===== src/rtl/hazard_ctrl.sv =====
// hazard_ctrl: pipeline hazard unit for a 5-stage RV32 core.
// Holds E/M/W instruction stage registers, drives the forwarding selects,
// load-use stall, branch/jump redirect, data-memory freeze and the optional
// mul/div occupancy stall (enabled by defining HAZARD_CTRL_MULDIV_EN).
// Ports:
//   clk, rst            clock, synchronous active-low reset
//   opcode/func3/func7  D-stage instruction fields; rs1/rs2/rd D-stage indices
//   alu_result0         E-stage branch taken; dm_ready data memory handshake
//   stall/next_pc_sel   hold PC + F/D, redirect PC to jump/branch target
//   D_*_data_sel        W write-data bypass into D
//   E_*                 E forwarding / ALU operand selects, E fields, md busy
//   M_dm_w_en/M_dm_req  data memory byte strobes and access valid
//   W_*                 write-back enable, index, func3, load-data select
module hazard_ctrl #(
    parameter int unsigned RF_AW  = 5,
    parameter int unsigned MD_LAT = 4
) (
    input  logic             clk,
    input  logic             rst,
    input  logic [4:0]       opcode,
    input  logic [2:0]       func3,
    input  logic [1:0]       func7,
    input  logic [RF_AW-1:0] rs1,
    input  logic [RF_AW-1:0] rs2,
    input  logic [RF_AW-1:0] rd,
    input  logic             alu_result0,
    input  logic             dm_ready,
    output logic             stall,
    output logic             next_pc_sel,
    output logic             D_rs1_data_sel,
    output logic             D_rs2_data_sel,
    output logic [1:0]       E_rs1_data_sel,
    output logic [1:0]       E_rs2_data_sel,
    output logic             E_alu_op1_sel,
    output logic             E_alu_op2_sel,
    output logic             E_jb_op1_sel,
    output logic [4:0]       E_op_out,
    output logic [2:0]       E_f3_out,
    output logic [1:0]       E_f7_out,
    output logic             E_md_busy,
    output logic [3:0]       M_dm_w_en,
    output logic             M_dm_req,
    output logic             W_wb_en,
    output logic [RF_AW-1:0] W_rd_index,
    output logic [2:0]       W_f3,
    output logic             W_wb_data_sel
);

    localparam logic [4:0] OP_LOAD   = 5'b00000;
    localparam logic [4:0] OP_IMM    = 5'b00100;
    localparam logic [4:0] OP_AUIPC  = 5'b00101;
    localparam logic [4:0] OP_STORE  = 5'b01000;
    localparam logic [4:0] OP_R      = 5'b01100;
    localparam logic [4:0] OP_LUI    = 5'b01101;
    localparam logic [4:0] OP_BRANCH = 5'b11000;
    localparam logic [4:0] OP_JALR   = 5'b11001;
    localparam logic [4:0] OP_JAL    = 5'b11011;

    function automatic logic uses_rs1(input logic [4:0] op);
        return (op == OP_R) || (op == OP_IMM) || (op == OP_LOAD) ||
               (op == OP_STORE) || (op == OP_BRANCH) || (op == OP_JALR);
    endfunction

    function automatic logic uses_rs2(input logic [4:0] op);
        return (op == OP_R) || (op == OP_STORE) || (op == OP_BRANCH);
    endfunction

    function automatic logic writes_rd(input logic [4:0] op);
        return (op == OP_R) || (op == OP_IMM) || (op == OP_LOAD) || (op == OP_AUIPC) ||
               (op == OP_LUI) || (op == OP_JALR) || (op == OP_JAL);
    endfunction

    // E-stage source select: M result over W data over register file.
    function automatic logic [1:0] e_fwd(input logic used, input logic [RF_AW-1:0] src,
                                         input logic m_wr, input logic [RF_AW-1:0] m_idx,
                                         input logic w_wr, input logic [RF_AW-1:0] w_idx);
        if (!used || src == '0) return 2'd2;
        if (m_wr && m_idx == src) return 2'd1;
        if (w_wr && w_idx == src) return 2'd0;
        return 2'd2;
    endfunction

    logic [4:0]       e_op, m_op, w_op;
    logic [2:0]       e_f3, m_f3, w_f3;
    logic [1:0]       e_f7;
    logic [RF_AW-1:0] e_rd, e_rs1, e_rs2, m_rd, w_rd;

    logic m_mem, m_wr, w_wr, freeze, md_busy, redirect, load_use;
    logic op1_sel, op2_sel, jb_sel;
    logic [3:0] wen;

    assign m_mem    = (m_op == OP_LOAD) || (m_op == OP_STORE);
    assign m_wr     = writes_rd(m_op) && (m_rd != '0);
    assign w_wr     = writes_rd(w_op) && (w_rd != '0);
    assign freeze   = m_mem && !dm_ready;
    assign redirect = (e_op == OP_JAL) || (e_op == OP_JALR) || ((e_op == OP_BRANCH) && alu_result0);
    assign load_use = (e_op == OP_LOAD) && (e_rd != '0) &&
                      ((uses_rs1(opcode) && rs1 == e_rd) || (uses_rs2(opcode) && rs2 == e_rd));

`ifdef HAZARD_CTRL_MULDIV_EN
    // Remaining stall cycles of the mul/div op resident in E.
    logic [3:0] md_cnt;
    assign md_busy = (md_cnt != 4'd0);

    always_ff @(posedge clk) begin
        if (!rst) begin
            md_cnt <= 4'd0;
        end else if (freeze) begin
            md_cnt <= md_cnt;
        end else if (md_busy) begin
            md_cnt <= md_cnt - 4'd1;
        end else if (!redirect && !load_use && opcode == OP_R && func7[0]) begin
            md_cnt <= 4'(MD_LAT - 1);
        end else begin
            md_cnt <= 4'd0;
        end
    end
`else
    assign md_busy = 1'b0;
`endif

    // Stage registers; bubble is OP-IMM with all indices zero.
    always_ff @(posedge clk) begin
        if (!rst) begin
            e_op <= OP_IMM; e_f3 <= '0; e_f7 <= '0; e_rd <= '0; e_rs1 <= '0; e_rs2 <= '0;
            m_op <= OP_IMM; m_f3 <= '0; m_rd <= '0;
            w_op <= OP_IMM; w_f3 <= '0; w_rd <= '0;
        end else if (freeze) begin
            w_op <= OP_IMM; w_f3 <= '0; w_rd <= '0;
        end else begin
            w_op <= m_op; w_f3 <= m_f3; w_rd <= m_rd;
            if (md_busy) begin
                m_op <= OP_IMM; m_f3 <= '0; m_rd <= '0;
            end else begin
                m_op <= e_op; m_f3 <= e_f3; m_rd <= e_rd;
                if (redirect || load_use) begin
                    e_op <= OP_IMM; e_f3 <= '0; e_f7 <= '0; e_rd <= '0; e_rs1 <= '0; e_rs2 <= '0;
                end else begin
                    e_op <= opcode; e_f3 <= func3; e_f7 <= func7;
                    e_rd <= rd; e_rs1 <= rs1; e_rs2 <= rs2;
                end
            end
        end
    end

    // ALU / jump-branch operand selects by E opcode.
    always_comb begin
        op1_sel = 1'b0;
        op2_sel = 1'b0;
        jb_sel  = 1'b0;
        case (e_op)
            OP_IMM, OP_LOAD, OP_STORE, OP_LUI: op2_sel = 1'b1;
            OP_JALR, OP_AUIPC: begin op1_sel = 1'b1; op2_sel = 1'b1; end
            OP_BRANCH: jb_sel = 1'b1;
            OP_JAL: begin op1_sel = 1'b1; op2_sel = 1'b1; jb_sel = 1'b1; end
            default: ;
        endcase
    end

    // Store byte strobes.
    always_comb begin
        wen = 4'b0000;
        if (m_op == OP_STORE) begin
            case (m_f3)
                3'b000:  wen = 4'b0001;
                3'b001:  wen = 4'b0011;
                3'b010:  wen = 4'b1111;
                default: wen = 4'b0000;
            endcase
        end
    end

    // Control outputs are forced to their bubble values while reset is held.
    assign stall          = rst && (freeze || md_busy || (!redirect && load_use));
    assign next_pc_sel    = rst && !freeze && !md_busy && redirect;
    assign D_rs1_data_sel = rst && w_wr && uses_rs1(opcode) && (rs1 == w_rd);
    assign D_rs2_data_sel = rst && w_wr && uses_rs2(opcode) && (rs2 == w_rd);
    assign E_rs1_data_sel = rst ? e_fwd(uses_rs1(e_op), e_rs1, m_wr, m_rd, w_wr, w_rd) : 2'd2;
    assign E_rs2_data_sel = rst ? e_fwd(uses_rs2(e_op), e_rs2, m_wr, m_rd, w_wr, w_rd) : 2'd2;
    assign E_alu_op1_sel  = rst && op1_sel;
    assign E_alu_op2_sel  = !rst || op2_sel;
    assign E_jb_op1_sel   = rst && jb_sel;
    assign E_op_out       = e_op;
    assign E_f3_out       = e_f3;
    assign E_f7_out       = e_f7;
    assign E_md_busy      = rst && md_busy;
    assign M_dm_req       = rst && m_mem;
    assign M_dm_w_en      = rst ? wen : 4'b0000;
    assign W_wb_en        = rst && w_wr;
    assign W_rd_index     = w_rd;
    assign W_f3           = w_f3;
    assign W_wb_data_sel  = rst && (w_op == OP_LOAD);

endmodule


===== config.mk =====
export PLATFORM = sky130hd
export DESIGN_NAME = hazard_ctrl
export DESIGN_NICKNAME = d
export VERILOG_FILES = /design/src/rtl/hazard_ctrl.sv
export SDC_FILE = /design/constraint.sdc
export NUM_CORES = 1
export LEC_CHECK = 0
export CORE_AREA = 8 8 84 78
export CTS_CLUSTER_DIAMETER = 50
export CTS_CLUSTER_SIZE = 12
export DETAILED_ROUTE_END_ITERATION = 12
export DIE_AREA = 0 0 92 86
export DONT_BUFFER_PORTS = 1
export PLACE_DENSITY = 0.85
export SYNTH_ARGS = -nofsm -noshare
export SYNTH_HDL_FRONTEND = slang
export SYNTH_SLANG_ARGS = --single-unit

===== constraint.sdc =====
create_clock -name clk -period 1.7 [get_ports clk]
set_input_delay 0.085 -clock clk [delete_from_list [all_inputs] [get_ports clk]]
set_output_delay 0.085 -clock clk [all_outputs]
set_load 0.02 [all_outputs]

==> reports/qor.yml, run 1 <==
global_routing:
  overflow: 0
  grt_max_degree: 36
  grt_pass1_vias: 3428
  track_usage_pct: 28.71
  grt_pass1_wl_um: 18200
  antenna_found_initial: 0
logic_synthesis:
  synth_cells: 335
  synth_warnings: 0
  async_reset_ff_share_pct: 0
  synth_top_flop_cell: "dfxtp_1"
  synth_edf_count: 0
  synth-seq-cells: 51
  avgSynthCellArea_um2: 8.463
  synth_cell_types: 48
  syn_area_mm2: 0.002835
  seq_area_frac_synth_pct: 36.01
  syn_nets: 364
power:
  ir_drop_mv: 0.5646
  p_total_mw: 3.285
  leakagePower_nw: 1.821
  power.density_mw_per_mm2: 737.6
routing:
  wirelength_um: 13350
  drtIter0Drc: 326
  ant_nets: 0
  vias: 3575
  wl_per_cell_um: 27.03
  drt-pass1-iter-count: 7
  drc: 0
  viasPerCell: 7.237
layout:
  drive_above_1_share_pct: 43.33
  nNetsFinal: 455
  instances_no_fill: 494
  utilization_pct: 86.83
  diodes: 0
  final_cell_area_mm2: 0.004454
  num-fill-cells: 216
  area_growth_pct: 57.10
worst_setup_path:
  cp.required_ps: 1620
  r2r-start: "m_op[4]"
  ff2ff_path_depth: 8
  slowest_stage: "nor4_2"
  crit_arrival_ps: 2130
  cp-startpoint: "m_op[4]"
  crit_path_end: "E_rs1_data_sel[0]"
  cp_slowest_stage_delay_ps: 430
  crit_chain: "buf_4 > nor2_1 > o21ai_1 > a21oi_2 > nand4_1 > nor4_2 > buf_4"
  r2r-end: "e_rs2[4]"
  critPathMaxFanout: 3
  r2r_slack_ps: -410
  critPathTopFamily: "simple AND/OR/NAND/NOR gates"
  cp.depth: 7
  critical_path.most_common_cell: "buf_4"
  worstSetupPathType: "flip-flop to output pin"
  critical_path_buf_inv_count: 2
  endpoint_kind: "output pin"
  startpoint_type: "flip-flop"
outcome:
  violations: "setup timing"
  status: "finished, violations left"
clocking:
  clk_latency_ps: 320
  cts_buffers: 5
  clk_pin_slew_ps: 100
  cts_tree: "built"
  cts_buffer_depth: 2
  clock_sinks: 51
  cts_htree_levels: 2
  root_buffer: "clkbuf_8"
placement:
  placed_area_mm2: 0.003403
  port_buffers: 0
  dp_hpwl_um: 6679
  dp.cells: 443
  gp_congestion: 0.8940
floorplan:
  die_w_um: 92
  dieArea_mm2: 0.007912
  die_y_um: 86
  io_pins: 66
  core_area_mm2: 0.005130
  num_rows: 25
  start_util_pct: 55.27
sta:
  setup_viol: 60
  finalHoldViolations: 0
  drv_slew: 0
  min_period_ps: 2215
  rsz0062_at_grt: "yes"
  layout_setup_ws_ps: -514.7
  period_share_pct: 130.3
  slew_headroom_pct: 33.53
  fmax_ghz: 0.4515
  worst_slew_pin_slew_ps: 986.6
  finalClockSkew_ps: 17.65
hold_path:
  hold_path.class: "input pin to flip-flop"
flow_run:
  drv_cap: 0
==> placed cells by master, fill, tap and decap left out, types with 14 or more instances in the layout <==
master,n
buf_4,61
dfxtp_1,35
nand2_1,17
xnor2_1,18
inv_1,15
dlygate4sd3_1,28
xor2_1,22
dfxtp_2,14
buf_6,17
==> synthesized netlist by cell type, drive strengths merged (14+ instances only) <==
cell type | number | area share, %
a21oi | 14 | 2.5
nor4 | 15 | 3.3
nor2 | 18 | 2.4
clkbuf | 21 | 3.1
xor2 | 23 | 7.1
inv | 17 | 2.3
dfxtp | 51 | 36
xnor2 | 19 | 5.9
nand2 | 21 | 2.8
==> timing repair <==
action | in CTS | in global routing
endpoints found under the hold margin | 43 | 0
gates cloned | 1 | 1
pin swaps | 12 | 24
endpoints found under the setup margin | 58 | 60
resized for setup | 69 | 52
buffers inserted | 7 | 5
hold buffers | 29 | 0
==> state kept, by name, indices dropped and copies added, names as in the netlist, 5 cells and up <==
signal,count
E_op_out,5
W_rd_index,5
e_rd,5
e_rs1,5
e_rs2,5
m_op,5
m_rd,5
w_op,5
==> layer usage <==
metal	track usage [%]	routed length, um
met5	0	0
met4	15.06	1023
met3	9.424	1838
met2	49.09	6187
met1	30.87	4301
==> worst min path at each step <==
stage                        to  depth (start not counted)       from
global placement        m_op[2]                          1        rst
finish                 e_rs1[2]                          3        rst
floorplan           E_op_out[2]                          1  opcode[2]
global route           e_rs2[1]                          3        rst
CTS                    e_rs1[2]                          3        rst
detailed placement      m_op[2]                          1        rst
==> report_power, final <==
| part | internal [mW] | switching [mW] | leakage, nW |
|---|---|---|---|
| Sequential | 1.30 | 0.151 | 0.427 |
| Clock | 0.334 | 0.453 | 0.0474 |
| Combinational | 0.492 | 0.560 | 1.35 |
| Total | 2.12 | 1.16 | 1.82 |
==> cell type report <==
| type | instances | area, um^2 | share of cell area, % |
|---|---|---|---|
| Sequential cell | 51 | 1046 | 23.48 |
| Multi-Input combinational cell | 237 | 2086 | 46.83 |
| Clock inverter | 2 | 16.27 | 0.3652 |
| Tap cell | 67 | 83.83 | 1.882 |
| Clock buffer | 6 | 82.58 | 1.854 |
| Inverter | 18 | 67.56 | 1.517 |
| Timing Repair Buffer | 113 | 1072 | 24.07 |
==> worst register-to-register path, delay by kind of cell (launching register included) <==
family | cells | cell delay, ps
flops | 1 | 330
simple gates | 2 | 650
buf+inv | 3 | 450
compound gates | 3 | 550
==> kinds of logic after synthesis <==
kind of cell    share of synthesized area, %
buf+inv                                7.369
compound gates                         22.42
flops                                  36.01
simple gates                           21.09
other cells                           0.1323
xor+xnor                               12.97
==> metrics by stage <==
| step | worst slack (ps) | hold slack [ps] | setup TNS [ps] |
|---|---|---|---|
| floorplan | -350.0 | 230.8 | -2343 |
| global placement | -148.9 | 178.3 | -2884 |
| detailed placement | -181.7 | 181.2 | -4047 |
| CTS | -382.2 | 8.371 | -6370 |
| global route | -572.9 | 22.60 | -16490 |
| finish | -514.7 | 27.47 | -14340 |
(Power assumes the default switching activity.)
==> run 2: changes to the inputs <==
- PLACE_DENSITY: 0.85 -> default
- PLACE_DENSITY_LB_ADDON: default -> 0.08
- SLEW_MARGIN: default -> 40
==> run 2 against run 1 <==
  * The run ends with hold timing, setup timing left
  * Cell count rose by 1.0%
  * Via count fell by 9.8%
  * Cell area fell by 0.93%
  * Critical path type unchanged
  * Critical endpoint is now stall
==> reports/qor.yml, run 2 (synthesis results as in run 1) <==
layout:
  diodes: 0  # unchanged
  most-common-layout-cells: "buf_4, dfxtp_1, dlygate4sd3_1, xor2_1, nand2_1"
  drive_above_1_share_pct: 43.06  # -0.27 points
  area_growth_pct: 55.65
  nNetsFinal: 461  # +1.3%
  layout_commonest_cell: "buf_4"
  instances_no_fill: 499  # +1.0%
outcome:
  status: "finished, violations left"
  violations: "hold timing, setup timing"
routing:
  wirelength_um: 11230  # -16%
  drtIter0Drc: 246  # -25%
  drc: 0  # unchanged
  drt-pass1-iter-count: 5  # -2
  wl_per_cell_um: 22.51  # -17%
  vias: 3225  # -9.8%
  ant_nets: 0  # unchanged
  viasPerCell: 6.463  # -11%
global_routing:
  overflow: 0  # unchanged
  grt_pass1_wl_um: 16530  # -9.2%
  grt_max_degree: 50  # +39%
  busiest_layer: "met2"
  use_met1_pct: 30.27  # -0.61 points
  antenna_found_initial: 0  # unchanged
  track_usage_pct: 26.06  # -2.6 points
  grt_use_met3_pct: 6.108  # -3.3 points
  grt_pass1_vias: 3190  # -6.9%
  grtUsageMet2_pct: 44.03  # -5.1 points
placement:
  dp.cells: 453  # +2.3%
  dp_hpwl_um: 6665  # -0.20%
  port_buffers: 0  # unchanged
  gp_congestion: 0.8400  # -6.0%
worst_setup_path:
  ff2ff_path_depth: 7  # -1
  slowest_stage: "or4_4"
  endpoint_kind: "output pin"
  critPathMaxFanout: 6  # +3
  r2r_slack_ps: -310  # +100 ps
  r2r-end: "e_rd[0]"
  cp_slowest_stage_delay_ps: 540  # +110 ps
  crit_chain: "or4_4 > or2_2 > nor2_2 > buf_4 > a31o_4"
  crit_arrival_ps: 2000  # -130 ps
  worstSetupPathType: "flip-flop to output pin"
  cp.required_ps: 1620  # about the same
  startpoint_type: "flip-flop"
  r2r-start: "m_op[0]"
sta:
  slew_headroom_pct: 52.37  # +19 points
  finalHoldViolations: 1  # +1
  worst_slew_pin_slew_ps: 711.9  # -274.7 ps
  rsz0062_at_grt: "yes"
  hold_ws_ps: -9.236  # -36.71 ps
  tns_ps: -12230  # +2110 ps
  layout_setup_ws_ps: -383.9  # +130.8 ps
  drv_slew: 0  # unchanged
  period_share_pct: 122.6  # -7.7 points
  fmax_ghz: 0.4799  # +6.3%
  setup_viol: 63  # +5.0%
  min_period_ps: 2084  # -130.8 ps
  finalClockSkew_ps: 8.476  # -9.176 ps
clocking:
  clock_sinks: 51  # unchanged
  clk_pin_slew_ps: 100  # about the same
  cts_htree_levels: 2  # unchanged
  cts_tree: "built"
  cts_buffers: 5  # unchanged
  cts_buffer_depth: 2  # unchanged
  root_buffer: "clkbuf_8"
  clk_latency_ps: 310  # about the same
power:
  leakagePower_nw: 1.848  # +1.5%
  ir_drop_mv: 0.5650  # about the same
  power.density_mw_per_mm2: 750.6  # +1.8%
floorplan:
  die_w_um: 92  # unchanged
  num_rows: 25  # unchanged
  io_pins: 66  # unchanged
  start_util_pct: 55.27  # unchanged
  die_y_um: 86  # unchanged
  core_area_mm2: 0.005130  # unchanged
  dieArea_mm2: 0.007912  # unchanged
flow_run:
  drv_cap: 0  # unchanged
hold_path:
  hp-start: "rst"
  holdPathStages: 3  # unchanged
  hold_path.class: "input pin to flip-flop"
  holdPathEnd: "e_rs1[3]"
-- run 2: metal layers --
layer  vias up  part of all wire [%]  wire length [um]
li1       1428                     -                 -
met4         0                   3.9               433
met3        54                   9.7              1086
met2       217                    50              5601
met1      1526                    37              4112
met5         -                     0                 0
-- run 2: critical path, delay by kind of cell, from the launching register on --
family	cells	cell delay, ps
AOI/OAI and AO/OA	1	130
buffers and inverters	1	130
DFF	1	350
and+or+nand+nor	3	1070
-- run 2: what timing repair did --
item	4_1_cts	5_1_grt
endpoints found under the setup margin	59	64
hold buffers	16	11
hold endpoints to repair	40	25
resized for setup	82	21
setup buffers	7	5
pin swaps	17	20
gates cloned	1	0
-- run 2: final cells by class --
class                   instances  area, um^2
multi-input cells             236        2014
repair buffers                120        1097
flip-flops and latches         51        1041
fillers                       260       716.9
well taps                      67       83.83
inverters                      18       70.07
clock buffers                   5       68.82
clock inverters                 2       37.54
-- run 2: worst max-delay path by stage --
stage,start,endpoint,slack [ps],cells after the start
6_report,m_op[0],stall,-380,5
3_3_place_gp,opcode[0],e_rd[0],-150,5
4_1_cts,m_op[1],M_dm_w_en[2],-360,6
5_1_grt,m_op[0],stall,-450,5
2_1_floorplan,m_op[4],M_dm_w_en[3],-350,7
3_5_place_dp,e_rd[0],E_f7_out[1],-210,5
-- run 2: power by group --
group	switching (mW)	internal [mW]	total (mW)
combinational	0.519	0.513	1.03
sequential	0.128	1.29	1.42
clock	0.427	0.431	0.858
-- run 2: per-stage QoR --
stage	hold WS [ps]	instance area, um^2	utilization (%)	power, mW	worst slack, ps
3_5_place_dp	206.0	3468	67.61	2.144	-213.2
5_1_grt	2.399	4413	86.02	3.433	-451.0
4_1_cts	-106.0	4189	81.66	3.156	-357.4
3_3_place_gp	193.3	3468	67.61	2.126	-150.9
2_1_floorplan	230.8	2954	-	1.885	-350.0
6_report	-9.236	4413	86.02	3.312	-383.9
